## src/rtl/ps2_pkg.sv

```systemverilog
// Shared PS/2 receiver types: frame FSM states and the scan codes that steer event assembly.
package ps2_pkg;

   typedef enum logic [1:0] {
      ST_IDLE,
      ST_DATA,
      ST_PARITY,
      ST_STOP
   } ps2_state_e;

   localparam logic [7:0] SC_E0 = 8'hE0;
   localparam logic [7:0] SC_F0 = 8'hF0;
   localparam logic [7:0] SC_E1 = 8'hE1;
   localparam logic [7:0] SC_12 = 8'h12;

   // Odd parity: data bits plus parity bit must hold an odd number of ones.
   function automatic logic odd_parity_ok(input logic [7:0] dat, input logic par);
      return ^{dat, par};
   endfunction

endpackage

```

## src/rtl/ps2_line_filter.sv

```systemverilog
// Two-flop synchronizer plus stability filter for one raw PS/2 line; idles high.
// Output follows a new level after 2 sync cycles plus FILTER_LEN stable cycles; no backpressure.
module ps2_line_filter #(
   parameter int FILTER_LEN = 8
) (
   input  logic clk_i,
   input  logic rst_i,
   input  logic raw_i,
   output logic filt_o
);

   localparam int CW = (FILTER_LEN > 1) ? $clog2(FILTER_LEN) : 1;

   logic          meta_q, sync_q;
   logic          filt_q, filt_d;
   logic [CW-1:0] cnt_q, cnt_d;

   // Counter runs only while the synchronized level disagrees with the accepted one.
   always_comb begin
      filt_d = filt_q;
      cnt_d  = '0;
      if (sync_q != filt_q) begin
         if (cnt_q == CW'(FILTER_LEN - 1)) begin
            filt_d = sync_q;
         end else begin
            cnt_d = cnt_q + CW'(1);
         end
      end
   end

   always_ff @(posedge clk_i or posedge rst_i) begin
      if (rst_i) begin
         meta_q <= 1'b1;
         sync_q <= 1'b1;
         filt_q <= 1'b1;
         cnt_q  <= '0;
      end else begin
         meta_q <= raw_i;
         sync_q <= meta_q;
         filt_q <= filt_d;
         cnt_q  <= cnt_d;
      end
   end

   assign filt_o = filt_q;

endmodule

```

## src/rtl/ps2_key_rx.sv

```systemverilog
// PS/2 keyboard receiver: frames bytes, assembles prefix/pause sequences into one key event.
// Event published one cycle after the final stop bit; the keyboard cannot be stalled.
module ps2_key_rx
   import ps2_pkg::*;
#(
   parameter int FILTER_LEN  = 8,
   parameter int BIT_TIMEOUT = 24000
) (
   input  logic        clk_sys,
   input  logic        RESET,
   input  logic        ps2_clk,
   input  logic        ps2_data,
   output logic [64:0] ps2_key,
   output logic        rx_err
);

   localparam int TW = $clog2(BIT_TIMEOUT + 1);

   logic clk_f, dat_f, fall;

   ps2_line_filter #(.FILTER_LEN(FILTER_LEN)) u_clk_filt (
      .clk_i (clk_sys),
      .rst_i (RESET),
      .raw_i (ps2_clk),
      .filt_o(clk_f)
   );

   ps2_line_filter #(.FILTER_LEN(FILTER_LEN)) u_dat_filt (
      .clk_i (clk_sys),
      .rst_i (RESET),
      .raw_i (ps2_data),
      .filt_o(dat_f)
   );

   ps2_state_e    state_q, state_d;
   logic [2:0]    bit_cnt_q, bit_cnt_d;
   logic [7:0]    shreg_q, shreg_d;
   logic          par_q, par_d;
   logic          clk_prev_q;
   logic [TW-1:0] tmo_q, tmo_d;
   logic          done_q, done_d;
   logic [63:0]   hist_q, hist_d;
   logic [2:0]    pause_q, pause_d;
   logic [64:0]   key_q, key_d;
   logic          err_q, err_d;
   logic          emit;
   logic [63:0]   hist_sh;

   assign fall    = clk_prev_q & ~clk_f;
   assign hist_sh = {hist_q[55:0], shreg_q};

   always_comb begin
      state_d   = state_q;
      bit_cnt_d = bit_cnt_q;
      shreg_d   = shreg_q;
      par_d     = par_q;
      done_d    = 1'b0;
      err_d     = 1'b0;
      hist_d    = hist_q;
      pause_d   = pause_q;
      key_d     = key_q;
      emit      = 1'b0;
      tmo_d     = (state_q == ST_IDLE || fall) ? '0 : tmo_q + TW'(1);

      unique case (state_q)
         ST_IDLE: begin
            if (fall && !dat_f) begin
               state_d   = ST_DATA;
               bit_cnt_d = '0;
            end
         end
         ST_DATA: begin
            if (fall) begin
               shreg_d   = {dat_f, shreg_q[7:1]};
               bit_cnt_d = bit_cnt_q + 3'd1;
               if (bit_cnt_q == 3'd7) state_d = ST_PARITY;
            end
         end
         ST_PARITY: begin
            if (fall) begin
               par_d   = dat_f;
               state_d = ST_STOP;
            end
         end
         ST_STOP: begin
            if (fall) begin
               state_d = ST_IDLE;
               if (dat_f && odd_parity_ok(shreg_q, par_q)) done_d = 1'b1;
               else                                         err_d  = 1'b1;
            end
         end
         default: state_d = ST_IDLE;
      endcase

      // A good byte is acted on in IDLE, so it never coincides with a timeout below.
      if (done_q) begin
         emit = 1'b1;
         if (pause_q != 3'd0) begin
            pause_d = pause_q - 3'd1;
            emit    = (pause_q == 3'd1);
         end else if (shreg_q == SC_E1) begin
            pause_d = 3'd7;
            emit    = 1'b0;
         end else if (shreg_q == SC_E0 || shreg_q == SC_F0) begin
            emit = 1'b0;
         end else if (shreg_q == SC_12 && hist_q[7:0] == SC_E0) begin
            emit = 1'b0;
         end
         if (emit) begin
            key_d  = {~key_q[64], hist_sh};
            hist_d = '0;
         end else begin
            hist_d = hist_sh;
         end
      end

      if (state_q != ST_IDLE && !fall && tmo_q == TW'(BIT_TIMEOUT - 1)) begin
         state_d = ST_IDLE;
         err_d   = 1'b1;
         hist_d  = '0;
         pause_d = '0;
         tmo_d   = '0;
      end
   end

   always_ff @(posedge clk_sys or posedge RESET) begin
      if (RESET) begin
         state_q    <= ST_IDLE;
         bit_cnt_q  <= '0;
         shreg_q    <= '0;
         par_q      <= 1'b0;
         clk_prev_q <= 1'b1;
         tmo_q      <= '0;
         done_q     <= 1'b0;
         hist_q     <= '0;
         pause_q    <= '0;
         key_q      <= '0;
         err_q      <= 1'b0;
      end else begin
         state_q    <= state_d;
         bit_cnt_q  <= bit_cnt_d;
         shreg_q    <= shreg_d;
         par_q      <= par_d;
         clk_prev_q <= clk_f;
         tmo_q      <= tmo_d;
         done_q     <= done_d;
         hist_q     <= hist_d;
         pause_q    <= pause_d;
         key_q      <= key_d;
         err_q      <= err_d;
      end
   end

   assign ps2_key = key_q;
   assign rx_err  = err_q;

endmodule
```

## config.mk

```make
export PLATFORM = sky130hd
export DESIGN_NAME = ps2_key_rx
export DESIGN_NICKNAME = d
export VERILOG_FILES = /design/src/rtl/ps2_pkg.sv /design/src/rtl/ps2_line_filter.sv /design/src/rtl/ps2_key_rx.sv
export SDC_FILE = /design/constraint.sdc
export NUM_CORES = 1
export LEC_CHECK = 0
export ABC_AREA = 1
export BUFFER_PORTS_ARGS = -buffer_cell sky130_fd_sc_hd__buf_2
export CORE_MARGIN = 3
export CORE_UTILIZATION = 51
export CTS_CLUSTER_SIZE = 30
export DETAILED_ROUTE_END_ITERATION = 10
export GPL_ROUTABILITY_DRIVEN = 0
export PLACE_DENSITY_LB_ADDON = 0.2
export REMOVE_ABC_BUFFERS = 1
export SLEW_MARGIN = 20
export SYNTH_ARGS = -nofsm -noshare
export SYNTH_HDL_FRONTEND = slang
export SYNTH_HIERARCHICAL = 1
export SYNTH_SLANG_ARGS = --single-unit
```

## constraint.sdc

```tcl
create_clock -name clk_sys -period 15.2 [get_ports clk_sys]
set_input_delay 3.04 -clock clk_sys [delete_from_list [all_inputs] [get_ports clk_sys]]
set_output_delay 3.04 -clock clk_sys [all_outputs]
set_load 0.01 [all_outputs]
```

==> out/qor.csv <==
stage,metric,value,unit
logic_synthesis,syn_area,7450,um2
placement,hpwlAfterDp,8620,um
worst_setup_path,cp-end-kind,async pin,
min_path,hp-class,register to register,
cts,cts_setup_buffers,0,
sta,relSlewSlack,33.8,%
cts,cts_hold_buf,0,
sta,slew_violations,0,
cells_and_area,nFillCells,1268,
logic_synthesis,ys_top_cells_by_count,"nand2_1 (269), dfrtp_1 (161), nand3_1 (144), inv_1 (49), nor2_1 (48)",
worst_setup_path,crit_type,input port to async pin,
cells_and_area,finalNetCount,928,
sta,worst_hold_slack,0.355,ns
logic_synthesis,syn-instance-count,866,
logic_synthesis,async_reset_ff_share,100,%
drt,drt_pass1_iterations,5,
sta,hold_viol_final,0,
cts,cts-root-buf,clkbuf_16,
cells_and_area,area_growth,12.1,%
cts,clk_pin_slew_worst_paths,0.06,ns
logic_synthesis,synth_area_leader_cell,dfrtp_1,
global_route,grt_pass1_vias,5503,
logic_synthesis,yosysTopAreaCellShare,54.1,%
worst_setup_path,crit_chain,buf_2 > inv_6 > buf_4,
drt,post_drt_wl_per_cell,13.4,um
cells_and_area,ff_latch_area,4210,um2
logic_synthesis,synth_top_family_by_area,simple AND/OR/NAND/NOR gates,
worst_setup_path,crit_buf_inv,3,
cts,htree_num_levels,4,
drt,ant_nets,0,
cts,cts_made_buffers,17,
logic_synthesis,synth.area.mux_share,0,%
logic_synthesis,yosysMostFrequentCell,nand2_1,
placement,dpl.cell_count,1070,
cells_and_area,multi_input_area,2760,um2
worst_setup_path,worst_ep_arrival_time,4.49,ns
drt,finalWirelength,14700,um
worst_setup_path,slowest_delay,0.80,ns
cells_and_area,num_antenna_cells,0,
logic_synthesis,synth_seq_cells,168,
sta,max_freq,243,MHz
cells_and_area,drive_above_1_share,13.9,%
cts,clockBufferDepth,2,
worst_setup_path,crit_fanout,86,
drt,vias_per_cell,5.22,
sta,skew,0.00609,ns
die,die_w,127,um
logic_synthesis,seq_area_frac_synth,56.5,%
logic_synthesis,synthXorXnorAreaFrac,0.353,%
die,start_util,52.9,%
sta,tightest_slew,0.992,ns
global_route,grt_overflow_total,0,
logic_synthesis,synth_compound_area_share,6.19,%
cells_and_area,stdcell_count,1100,
worst_setup_path,slowest_stage,buf_4,
worst_setup_path,crit_path_start_kind,input port,
die,die_h,127,um
worst_setup_path,crit_required,15.58,ns
die,row_count,43,
global_route,grt_pass1_wl,26100,um
logic_synthesis,ys_warn_count,6,
power_and_ir_drop,powerDensity,118,nW/um2
cts,cts_sinks,168,
logic_synthesis,syn_area_per_cell,8.61,um2
drt,vias,5741,
cts,clk_latency,0.42,ns
logic_synthesis,synth.top_cells.by_area,"dfrtp_1 (54%), nand2_1 (14%), nand3_1 (9.7%)",
cts,cts_resized,0,
flow_run,maxCapViolations,0,
sta,layout_min_cycle_time,4.11,ns
placement,io_buffers,69,
die,core,14100,um2
global_route,grt_usage,19.6,%
sta,tns,0,ns
global_route,antenna_found_initial,0,
die,ios,70,
sta,rsz0062_at_grt,no,
logic_synthesis,synth_edf_count,0,
drt,drt_iter0_drc,657,
logic_synthesis,yosys.area_share.simple,27.8,%
sta,setup_viol,0,
global_route,grt_max_degree,101,
logic_synthesis,yosysUniqueCellTypes,34,
drt,drc,0,
power_and_ir_drop,power.leakage,4.40,nW
die,die_area,16100,um2
logic_synthesis,synth_ff_type,dfrtp_1,
logic_synthesis,synthAdderAreaFrac,2.52,%
power_and_ir_drop,vdd_drop_max,0.0935,mV
sta,fin_crit_sh,27.1,%
worst_setup_path,critPathTopFamily,buffers and inverters,
outcome,status,"finished, final reports clean",
cts,cts_tree,done,
## stage by stage
| step | utilization [%] | power [mW] | area, um2 | setup slack, ns |
|---|---|---|---|---|
| after floorplan | - | 0.572 | 7200 | 7.96 |
| after global placement | 55.4 | 0.594 | 7810 | 10.43 |
| after detailed placement | 55.4 | 0.597 | 7810 | 10.44 |
| after CTS | 59.3 | 1.00 | 8350 | 10.90 |
| after global routing | 59.3 | 1.04 | 8350 | 10.69 |
| final | 59.3 | 0.989 | 8350 | 11.09 |
## kinds of logic (layout without fill, tap and decap cells)
group                      after synthesis  in the layout
buffers and inverters                  111            165
adders and majority gates               15             15
DFF                                    168            168
and+or+nand+nor                        483            483
xor gates and xnor gates                 3              3
AOI/OAI and AO/OA                       86             86
## flip-flops by register name, summed over array words and instances, names as in the netlist, 2 cells and up
signal / flops
ps2_key: 65
pause_q: 3
hist_q: 56
state_q: 2
shreg_q: 8
u_dat_filt/cnt_q: 3
u_clk_filt/cnt_q: 3
tmo_q: 15
bit_cnt_q: 3
## final cells by class
| cell class | count | area share, % |
|---|---|---|
| repair buffers | 73 | 4.49 |
| clock inverters | 10 | 1.17 |
| flip-flops and latches | 168 | 50.4 |
| well taps | 180 | 2.70 |
| inverters | 62 | 2.85 |
| multi-input cells | 587 | 33.0 |
| clock buffers | 20 | 5.35 |
## cell usage in the layout (no fill, tap or decap), types with 2 or more instances in the layout
cell,Yosys,final
nand2_1,269,269
dfrtp_1,161,160
nand3_1,144,144
buf_2,20,69
inv_1,49,48
nor2_1,48,48
o21ai_1,36,36
o21ai_0,29,29
clkbuf_16,0,17
ha_1,15,15
inv_2,12,12
o22ai_1,8,8
dfstp_2,7,7
nor3_1,6,6
a21oi_1,6,6
nand4_1,5,5
inv_6,0,4
buf_4,3,4
o21a_1,3,3
clkinvlp_4,0,3
nand3_2,3,2
nor3b_1,2,2
xor2_1,2,2
clkbuf_1,16,2
clkinv_2,0,2
or2_0,2,2
## where the power goes
group | internal [mW] | switching, mW
clock | 0.229 | 0.174
sequential | 0.470 | 0.0148
combinational | 0.0336 | 0.0679
## worst paths after layout
| check | cells past startpoint | slack [ns] | end | startpoint |
|---|---|---|---|---|
| max in group clk_sys | 1 | 11.17 | ps2_key[18] | ps2_key[18] |
| worst max register to register | 6 | 12.31 | pause_q[1] | done_q |
| worst min-delay path | 0 | 0.35 | u_clk_filt/sync_q | u_clk_filt/meta_q |
| min in group asynchronous | 2 | 2.57 | u_clk_filt/cnt_q[2] | RESET |
| worst min register to register | 0 | 0.35 | u_clk_filt/sync_q | u_clk_filt/meta_q |
| worst max-delay path | 3 | 11.09 | done_q | RESET |
## layer usage
metal	routed length, um	vias to the layer above	GRT usage (%)
met5	0	-	0
met4	231	0	6.62
met3	607	18	4.34
met2	6750	101	31.7
met1	7100	2730	26.4
li1	-	2892	-
No activity file was read; power rests on OpenSTA's default activity.
